[config.mk]
export PLATFORM = sky130hd
export DESIGN_NAME = csa_accum_sequencer
export DESIGN_NICKNAME = d
export VERILOG_FILES = /design/src/rtl/csa_accum_sequencer.sv
export SDC_FILE = /design/constraint.sdc
export NUM_CORES = 1
export LEC_CHECK = 0
export ABC_AREA = 1
export BUFFER_PORTS_ARGS = -buffer_cell sky130_fd_sc_hd__buf_2
export CORE_MARGIN = 2
export CORE_UTILIZATION = 45
export CTS_BUF_LIST = sky130_fd_sc_hd__clkbuf_4
export CTS_CLUSTER_SIZE = 28
export DETAILED_ROUTE_END_ITERATION = 12
export PLACE_DENSITY_LB_ADDON = 0.2
export SETUP_SLACK_MARGIN = 0.4
export SKIP_CTS_REPAIR_TIMING = 1
export SLEW_MARGIN = 15
export SYNTH_ARGS = -nofsm -noshare
export SYNTH_HDL_FRONTEND = slang
export SYNTH_SLANG_ARGS = --single-unit
[constraint.sdc]
create_clock -name clk -period 1.6 [get_ports clk]
set_clock_uncertainty 0.15 [all_clocks]
set_input_delay 0.08 -clock clk [delete_from_list [all_inputs] [get_ports clk]]
set_output_delay 0.08 -clock clk [all_outputs]
set_load 0.005 [all_outputs]
[src/rtl/csa_accum_sequencer.sv]
// csa_accum_sequencer
// Streams unsigned operands into a redundant sum/carry pair with a 3:2
// carry-save step per operand, then resolves the pair with one carry-propagate
// add and offers the total on a valid/ready output.
//
// Ports
//   clk, rst_n            clock, asynchronous active-low reset
//   in_valid/in_ready     operand handshake (in_ready is a Moore decode)
//   in_data, in_last      operand and end-of-transaction marker
//   out_valid/out_ready   result handshake
//   out_sum               resolved sum (ACC_W bits)
//   out_count             number of operands accumulated
//   out_ovf               operands beyond MAX_OPS were dropped
//   busy                  FSM is not idle
module csa_accum_sequencer #(
    parameter int unsigned WIDTH   = 4,
    parameter int unsigned MAX_OPS = 16,
    localparam int unsigned ACC_W  = WIDTH + $clog2(MAX_OPS),
    localparam int unsigned CNT_W  = $clog2(MAX_OPS) + 1
) (
    input  logic             clk,
    input  logic             rst_n,
    input  logic             in_valid,
    output logic             in_ready,
    input  logic [WIDTH-1:0] in_data,
    input  logic             in_last,
    output logic             out_valid,
    input  logic             out_ready,
    output logic [ACC_W-1:0] out_sum,
    output logic [CNT_W-1:0] out_count,
    output logic             out_ovf,
    output logic             busy
);

    localparam logic [1:0] ST_IDLE    = 2'd0;
    localparam logic [1:0] ST_ACCUM   = 2'd1;
    localparam logic [1:0] ST_RESOLVE = 2'd2;
    localparam logic [1:0] ST_DONE    = 2'd3;

    logic [1:0]       state;
    logic [1:0]       next_state;
    logic [ACC_W-1:0] sum_r;
    logic [ACC_W-1:0] carry_r;
    logic [CNT_W-1:0] count;
    logic             ovf;

    logic             accept;
    logic             count_full;
    logic [ACC_W-1:0] x_ext;

    assign accept     = in_valid && in_ready;
    assign count_full = (count == CNT_W'(MAX_OPS));
    assign x_ext      = ACC_W'(in_data);

    // State register
    always_ff @(posedge clk or negedge rst_n) begin
        if (!rst_n) begin
            state <= ST_IDLE;
        end else begin
            state <= next_state;
        end
    end

    // Next-state logic
    always_comb begin
        next_state = state;
        case (state)
            ST_IDLE: begin
                if (accept) begin
                    next_state = in_last ? ST_RESOLVE : ST_ACCUM;
                end
            end
            ST_ACCUM: begin
                if (accept && in_last) begin
                    next_state = ST_RESOLVE;
                end
            end
            ST_RESOLVE: begin
                next_state = ST_DONE;
            end
            ST_DONE: begin
                if (out_valid && out_ready) begin
                    next_state = ST_IDLE;
                end
            end
            default: begin
                next_state = ST_IDLE;
            end
        endcase
    end

    // Registered control outputs, decoded from the state being entered.
    // out_valid rises one cycle after DONE is entered so out_sum is already
    // settled when it is first offered, and drops on the handshake edge.
    always_ff @(posedge clk or negedge rst_n) begin
        if (!rst_n) begin
            in_ready  <= 1'b0;
            busy      <= 1'b0;
            out_valid <= 1'b0;
        end else begin
            in_ready  <= (next_state == ST_IDLE) || (next_state == ST_ACCUM);
            busy      <= (next_state != ST_IDLE);
            out_valid <= (state == ST_DONE) && (next_state == ST_DONE);
        end
    end

    // Carry-save accumulation and final resolve
    always_ff @(posedge clk or negedge rst_n) begin
        if (!rst_n) begin
            sum_r     <= '0;
            carry_r   <= '0;
            count     <= '0;
            ovf       <= 1'b0;
            out_sum   <= '0;
            out_count <= '0;
            out_ovf   <= 1'b0;
        end else begin
            case (state)
                ST_IDLE: begin
                    if (accept) begin
                        sum_r   <= x_ext;
                        carry_r <= '0;
                        count   <= CNT_W'(1);
                        ovf     <= 1'b0;
                    end
                end
                ST_ACCUM: begin
                    if (accept) begin
                        if (count_full) begin
                            // operand dropped; overflow sticks for this transaction
                            ovf <= 1'b1;
                        end else begin
                            sum_r   <= sum_r ^ carry_r ^ x_ext;
                            carry_r <= ((sum_r & carry_r) | (sum_r & x_ext) |
                                        (carry_r & x_ext)) << 1;
                            count   <= count + CNT_W'(1);
                        end
                    end
                end
                ST_RESOLVE: begin
                    out_sum   <= sum_r + carry_r;
                    out_count <= count;
                    out_ovf   <= ovf;
                end
                default: begin
                end
            endcase
        end
    end

endmodule

**Word level (Yosys, flattened, before mapping)**

Index checks and enable logic that the tools add are counted.

- Logic and storage cells: 62
- Bits of input ports: 9
- Output and inout bits: 17
- Register bits: 41

- Bitwise logic cells: 7
- Reduce and logical (&&, ||, !) cells: 11
- Eq/ne operators: 10
- Muxes and demuxes: 21
- Add/subtract/negate cells: 2

Operators by type and width:

| kind | number |
|---|---|
| 8-bit two-way mux | 6 |
| 8-bit one-hot mux with 2 select lines | 2 |
| 5-bit two-way mux | 3 |
| 7-bit by 4-bit bitwise AND with 7-bit output | 2 |
| 7-bit bitwise OR | 2 |
| 5-bit one-hot mux with 2 select lines | 1 |
| 8-bit adder | 1 |
| 2-bit two-way mux | 4 |
| 2-bit != test (second input constant) | 4 |
| 2-bit one-hot mux with 4 select lines | 1 |
| 4-bit AND reduction | 2 |
| 8-bit by 4-bit XOR with 8-bit output | 1 |
| 8-bit XOR | 1 |
| 7-bit bitwise AND | 1 |
| 2-bit == test (second input constant) | 3 |
| 5-bit by 1-bit adder with 5-bit output (second input constant) | 1 |
| 5-bit == test (second input constant) | 1 |
| 2-bit by 1-bit == test with 1-bit output (second input constant) | 2 |
| 1-bit logical AND | 4 |
| 2-bit logical NOT | 2 |
| 2-bit nonzero test | 2 |
| 1-bit two-way mux | 3 |
| 1-bit one-hot mux with 2 select lines | 1 |
| 1-bit logical OR | 1 |

**Longest topological paths before layout**

Gate-level depths: netlist of run 1.

- Word-level depth: 6
- Gate-level depth with buffers: 10
- Mapped depth without buffers: 10

**Worst setup path before layout of run 1**

No wires, ideal clock.

- Path kind: register to register
- Start: register sum_r[1]
- End: register out_sum[5]
- Cell stages (with the launch flop): 10
- Clock period less this slack: 1563 ps
- Library setup time: 65 ps
- Data arrival time: 1348 ps
- Setup slack: 37 ps
- Buffers on the path: 0
- Cell sequence: dfrtp_1 > ha_1 > inv_1 > fa_1 > inv_1 > nand2_1 > nand2_1 > a21oi_1 > nand3b_1 > nand2_1

- Word-level cells in the longest chain between the ends: 1

RTL lines:

| what | line | text |
|---|---|---|
| from (decl) | 42 | `logic [ACC_W-1:0] sum_r;` |
| from (signal assigned) | 121 | `sum_r <= x_ext;` |
| from (signal assigned) | 133 | `sum_r <= sum_r ^ carry_r ^ x_ext;` |
| 8-bit adder | 141 | `out_sum <= sum_r + carry_r;` |
| to (signal assigned) | 141 |  |
| to (decl) | 29 | `output logic [ACC_W-1:0] out_sum,` |

Every way passes these cells.
A chain may end at the register's enable or synchronous reset.

**Final worst setup path of run 1**

- Start: register carry_r[1]
- End: register out_sum[5]

- Word-level cells in the longest chain between the ends: 1

RTL lines:

| what | line | text |
|---|---|---|
| from (decl) | 43 | `logic [ACC_W-1:0] carry_r;` |
| from (signal assigned) | 134 | `carry_r <= ((sum_r & carry_r) \| (sum_r & x_ext) \|` |
| 8-bit adder | 141 |  |

Every way passes these cells.

==> impl_metrics.toml, run 1 <==
[outcome]
status = "finished with violations"
violations = "hold timing, setup timing"

[place]
hpwlAfterDp_um = 2940
place.port_buffers = 25
gp_congestion = 0.837
dpl_cell_area_mm2 = 0.00241
pre_cts_ws_ns = 0.00341

[cells_and_area]
syn2layout_area_growth_pct = 48.5
antenna_cells = 0
final_nets = 338
drive_gt1_frac = 0.530
design_area_mm2 = 0.00315

[synth]
yosys.cell_types.count = 28
synth_area_per_cell_um2 = 8.52
seq_area_frac_synth = 0.472
ys_warn_count = 0
synth_fp_nets = 271
ys_seq_elements = 40
netlist_instances = 249
syn_area_mm2 = 0.00212

[pwr]
powerDensity_mw_per_mm2 = 1700
p_sw_mw = 2.38
seq_power_share = 0.314
vdd_drop_max_mv = 0.880
p_clk_frac = 0.102
p_int_mw = 2.97
switching_share = 0.445
pwr-share-comb = 0.584
leakagePower_nw = 1.57

[global_routing]
antenna_found_initial = 0
grt_max_degree = 41
overflow = 0
grt_usage = 0.168
grt_pass1_wl_um = 6740
first_global_vias = 1510

[clocking]
clk_pin_slew_ns = 0.12
cts_tree = "done"
root_buffer = "clkbuf_4"
worstSkewPairLatency_ns = 0.36
clock_path_buffers = 2
cts.sinks = 40
cts.htree.levels = 2
numCtsBuffers = 5

[sta]
slew_viol_final = 0
slew_headroom = 0.656
worst_pin_slew_ns = 0.516
fmax_ghz = 0.612
period_share = 1.02
postLayoutSetupSlackWorst_ns = -0.0342
worst_hold_slack_ns = -0.0685
hold_viol = 1
fin_crit_ns = 1.63
rsz0062_at_grt = "true"
setup_viol = 2

[critical_path]
crit_path_frequent_cell = "inv_2"
crit_path_end_kind = "flip-flop"
required_ns = 1.75
max_stage_delay_ns = 0.37
startpoint_type = "flip-flop"
cp_max_fo = 3
cp_slowest_cell = "dfrtp_1"
cp_data_arrival_time_ns = 1.78
worstSetupPathType = "flip-flop to flip-flop"
crit_chain = "ha_2 > inv_2 > fa_2 > inv_2 > nand2_2 > nand2_4 > a21oi_2 > nand3b_1 > nand2_1"
reg2reg_depth = 9

[worst_hold_path]
hold_path_class = "input port to flip-flop"
hold_depth = 3

[drt]
vias = 1879
wirelength_um = 5380
viasPerCell = 5.09
post_drt_wl_per_cell_um = 14.6
drt-initial-drc-count = 137
first_pass_iters = 4
drc = 0
postRouteAntennaNets = 0

[die]
fp.dieArea_mm2 = 0.00528
rows = 24
core_area_mm2 = 0.00444
die_h_um = 72.7
start_util = 0.477
boundaryPins = 26
die_w_um = 72.7

[job]
maxCapViolations = 0
## final cells by class
class                   instances  area [um^2]
multi-input cells             173         1360
fillers                       322         1290
flip-flops and latches         40         1000
repair buffers                 60          482
inverters                      33          144
well taps                      52         65.1
clock buffers                   7         52.6
repair inverters                3         43.8
clock inverters                 1         3.75
## power groups by stage
stage          sequential [mW]  combinational [mW]  clock (mW)
2_1_floorplan             1.61                1.40           0
3_5_place_dp              1.64                1.90           0
6_report                  1.68                3.12       0.545
3_3_place_gp              1.63                1.87           0
5_1_grt                   1.71                3.42       0.581
4_1_cts                   1.62                1.91       0.553
## Yosys cell counts
cell | count | area, um^2
o21ai_2 | 7 | 61.3
buf_6 | 1 | 11.3
a41oi_1 | 1 | 8.76
nand3_1 | 13 | 65.1
inv_4 | 1 | 6.26
ha_1 | 9 | 113
nor3_1 | 2 | 10.0
nor2_1 | 9 | 33.8
buf_4 | 2 | 15.0
o21ai_0 | 13 | 65.1
o21ai_1 | 2 | 10.0
buf_2 | 2 | 10.0
a21oi_1 | 7 | 35.0
inv_1 | 28 | 105
nor2_4 | 1 | 11.3
nand2_2 | 6 | 37.5
inv_2 | 4 | 15.0
fa_1 | 4 | 80.1
a31oi_1 | 2 | 12.5
xnor2_1 | 1 | 8.76
nor2_8 | 1 | 20.0
o21ai_4 | 1 | 16.3
nand2_4 | 1 | 11.3
nand2_1 | 86 | 323
o31ai_1 | 3 | 22.5
nor2_2 | 1 | 6.26
dfrtp_1 | 40 | 1000
nand3b_1 | 1 | 7.51
## kinds of logic after synthesis
family	share of synthesized area
simple gates	0.248
flops	0.472
buf+inv	0.0766
compound gates	0.109
fa+ha+maj	0.0908
xor+xnor	0.00413
## path summary, 6_finish.rpt
check | to | from | slack [ns]
setup / recovery | out_sum[5]$_DFFE_PN0N_ | carry_r[1]$_DFFE_PN0P_ | -0.03
hold / removal | busy$_DFF_PN0_ | in_valid | -0.07
setup reg to reg | out_sum[5]$_DFFE_PN0N_ | carry_r[1]$_DFFE_PN0P_ | -0.03
hold reg to reg | out_valid$_DFF_PN0_ | out_valid$_DFF_PN0_ | 0.33
max in group asynchronous | state[1]$_DFF_PN0_ | rst_n | 0.76
min in group asynchronous | out_count[2]$_DFFE_PN0N_ | rst_n | 0.14
## worst max-delay path, delay by kind of cell, from the launching register on
kind	cells	cell delay [ns]
DFF	1	0.37
adders and majority gates	2	0.55
and+or+nand+nor	4	0.35
AOI/OAI and AO/OA	1	0.04
buffers and inverters	2	0.11
## metal layers
layer | global-route usage | vias up | part of all wire
met5 | 0 | - | 0
met4 | 0.0494 | 0 | 0.017
met3 | 0.0511 | 10 | 0.038
met2 | 0.260 | 41 | 0.52
met1 | 0.228 | 901 | 0.43
li1 | - | 927 | -
## metrics by stage
stage               power (mW)  setup TNS [ns]  hold slack, ns   util  instances
global route              5.71          -0.331         -0.0668  0.709        369
global placement          3.50               0          0.0231  0.542        329
CTS                       4.08         -0.0255          -0.368  0.554        337
detailed placement        3.53               0          0.0254  0.542        329
finish                    5.34         -0.0613         -0.0685  0.709        369
floorplan                 3.01               0          -0.366      -        249
## registers in the layout, indices dropped and copies added (netlist names)
name and flops:
ovf 1, in_ready 1, out_ovf 1, state 2
busy 1, sum_r 8, carry_r 7, out_valid 1
out_sum 8, count 5, out_count 5
## cells in the final DEF (no fill, tap or decap), types with 2 or more instances in the layout
master / netlist / layout
a21oi_1: 7 / 3
a21oi_2: 0 / 4
a31oi_1: 2 / 2
buf_12: 0 / 4
buf_2: 2 / 25
buf_4: 2 / 17
buf_6: 1 / 7
clkbuf_4: 0 / 7
clkinv_8: 0 / 3
dfrtp_1: 40 / 37
dfrtp_2: 0 / 3
dlygate4sd3_1: 0 / 7
fa_1: 4 / 3
ha_1: 9 / 2
ha_2: 0 / 2
ha_4: 0 / 5
inv_1: 28 / 18
inv_2: 4 / 11
inv_4: 1 / 3
nand2_1: 86 / 53
nand2_2: 6 / 27
nand2_4: 1 / 13
nand2_8: 0 / 2
nand3_1: 13 / 6
nand3_2: 0 / 7
nor2_1: 9 / 5
nor2_4: 1 / 5
o21ai_1: 2 / 8
o21ai_2: 7 / 13
o31ai_2: 0 / 2
(Power assumes the default switching activity.)
==> run 2: changes to the inputs <==
--- a/config.mk
+++ b/config.mk
@@ -7,11 +7,12 @@
 export LEC_CHECK = 0
 export ABC_AREA = 1
 export BUFFER_PORTS_ARGS = -buffer_cell sky130_fd_sc_hd__buf_2
-export CORE_MARGIN = 2
+export CORE_ASPECT_RATIO = 1.1
 export CORE_UTILIZATION = 45
 export CTS_BUF_LIST = sky130_fd_sc_hd__clkbuf_4
 export CTS_CLUSTER_SIZE = 28
 export DETAILED_ROUTE_END_ITERATION = 12
+export GPL_ROUTABILITY_DRIVEN = 0
 export PLACE_DENSITY_LB_ADDON = 0.2
 export SETUP_SLACK_MARGIN = 0.4
 export SKIP_CTS_REPAIR_TIMING = 1
==> impl_metrics.toml, run 2 (same netlist as run 1, synthesis figures left out) <==
[worst_hold_path]
hold_path_class = "input port to flip-flop"

[place]
hpwlAfterDp_um = 2940
pre_cts_ws_ns = 0.0102
place.port_buffers = 25

[drt]
post_drt_wl_per_cell_um = 12.3
first_pass_iters = 4
vias = 1737
drc = 0
drt-initial-drc-count = 80
postRouteAntennaNets = 0
wirelength_um = 4350
viasPerCell = 4.91

[global_routing]
antenna_found_initial = 0
grt_usage = 0.178
grt_max_degree = 25
grt_pass1_wl_um = 6590
first_global_vias = 1463
overflow = 0

[cells_and_area]
syn2layout_area_growth_pct = 34.0
drive_gt1_frac = 0.413
final_nets = 321
fill_cells = 374
final_cell_mix = "64 x nand2_1, 37 x dfrtp_1, 25 x buf_2, 23 x nand2_2, 22 x inv_1"
largestRegisters = "out_sum: 8 flops, sum_r: 8 flops, carry_r: 7 flops"
antenna_cells = 0
final_common_cell = "nand2_1"
postLayoutCoreUtil = 0.645

[clocking]
clock_path_buffers = 2
clk_pin_slew_ns = 0.12
numCtsBuffers = 5
root_buffer = "clkbuf_4"
cts_tree = "done"
worstSkewPairLatency_ns = 0.36
cts.htree.levels = 2
cts.sinks = 40

[critical_path]
crit_chain = "inv_2 > ha_4 > nand2_4 > o21ai_4 > nor2_4 > buf_6 > nand2_2 > nand2_1"
ff2ff_setup_slack_ns = -0.02
startpoint_type = "flip-flop"
worstSetupPathType = "flip-flop to flip-flop"
cp_data_arrival_time_ns = 1.73
reg2reg_from = "count[1]$_DFFE_PN0P_"
reg2reg_depth = 8
cp_max_fo = 7
crit_start = "count[1]$_DFFE_PN0P_"
required_ns = 1.70
r2r_end = "sum_r[6]$_DFFE_PN0P_"
crit_path_end_kind = "flip-flop"
endpoint = "sum_r[6]$_DFFE_PN0P_"
cp_slowest_cell = "dfrtp_1"
max_stage_delay_ns = 0.44

[sta]
slew_viol_final = 0
hold_viol = 1
slew_headroom = 0.730
worst_hold_slack_ns = -0.0826
fmax_ghz = 0.615
worst_pin_slew_ns = 0.405
rsz0062_at_grt = "true"
setup_viol = 9
period_share = 1.02
postLayoutSetupSlackWorst_ns = -0.0249
fin_crit_ns = 1.62

[outcome]
violations = "hold timing, setup timing"
status = "finished with violations"

[die]
boundaryPins = 26
die_w_um = 67.5
core_area_mm2 = 0.00441
fp.dieArea_mm2 = 0.00499
die_h_um = 74.0
rows = 25
start_util = 0.481

[pwr]
leakagePower_nw = 1.45
vdd_drop_max_mv = 1.05
powerDensity_mw_per_mm2 = 1660

[job]
maxCapViolations = 0
==> run 2: changes by cell type in the layout (fill, tap and decap cells not counted), moves of 4 or more <==
| cell | before | now |
|---|---|---|
| buf_4 | 17 | 8 |
| inv_1 | 18 | 22 |
| nand2_1 | 53 | 64 |
| nand2_2 | 27 | 23 |
| nand2_4 | 13 | 4 |
| o21ai_0 | 1 | 9 |
| o21ai_1 | 8 | 4 |
| o21ai_2 | 13 | 9 |
==> run 2: area by class of cell <==
cell class              count  area [um^2]  area share
flip-flops and latches     40         1000       0.353
clock buffers               6         45.0      0.0158
inverters                  33          131      0.0462
well taps                  54         67.6      0.0238
repair buffers             48          363       0.128
multi-input cells         171         1200       0.421
clock inverters             2         35.0      0.0123
==> run 2: where the power goes <==
group	leakage [nW]	total [mW]	switching, mW	internal, mW
combinational	0.891	2.43	1.39	1.04
clock	0.0456	0.685	0.341	0.345
sequential	0.510	1.62	0.257	1.36
==> run 2: worst min-delay path by stage <==
stage                         from                  endpoint  slack [ns]  depth (start not counted)
after floorplan              rst_n            busy$_DFF_PN0_       -0.37                          0
after global placement       rst_n  out_count[0]$_DFFE_PN0N_       -0.12                          1
after detailed placement     rst_n  out_count[0]$_DFFE_PN0N_       -0.12                          1
after CTS                    rst_n  out_count[0]$_DFFE_PN0N_       -0.52                          1
after global routing      in_valid            busy$_DFF_PN0_       -0.06                          3
final                     in_valid            busy$_DFF_PN0_       -0.08                          3
==> run 2: worst max-delay path, delay by kind of cell (launching register included) <==
kind / cells / cell delay, ns
AND/OR/NAND/NOR: 4 / 0.24
AO/OA/AOI/OAI: 1 / 0.31
flip-flops: 1 / 0.44
buffers and inverters: 2 / 0.24
adder cells (fa/ha/maj): 1 / 0.13
==> run 2: stage by stage <==
step	total power, mW	hold WS, ns	cells	instance area [um^2]	TNS, ns
CTS	4.23	-0.518	338	2490	-0.0135
detailed placement	3.54	-0.122	330	2410	0
floorplan	3.01	-0.366	249	2210	0
finish	4.73	-0.0826	354	2840	-0.182
global route	5.11	-0.0646	354	2840	-1.65
global placement	3.49	-0.121	330	2410	0
==> run 2: metal layers <==
layer | wire, um | up-vias | track usage | part of all wire
li1 | - | 891 | - | -
met1 | 2110 | 806 | 0.242 | 0.49
met2 | 2000 | 33 | 0.267 | 0.46
met3 | 154 | 7 | 0.0445 | 0.035
met4 | 78 | 0 | 0.0780 | 0.018
met5 | 0 | - | 0 | 0
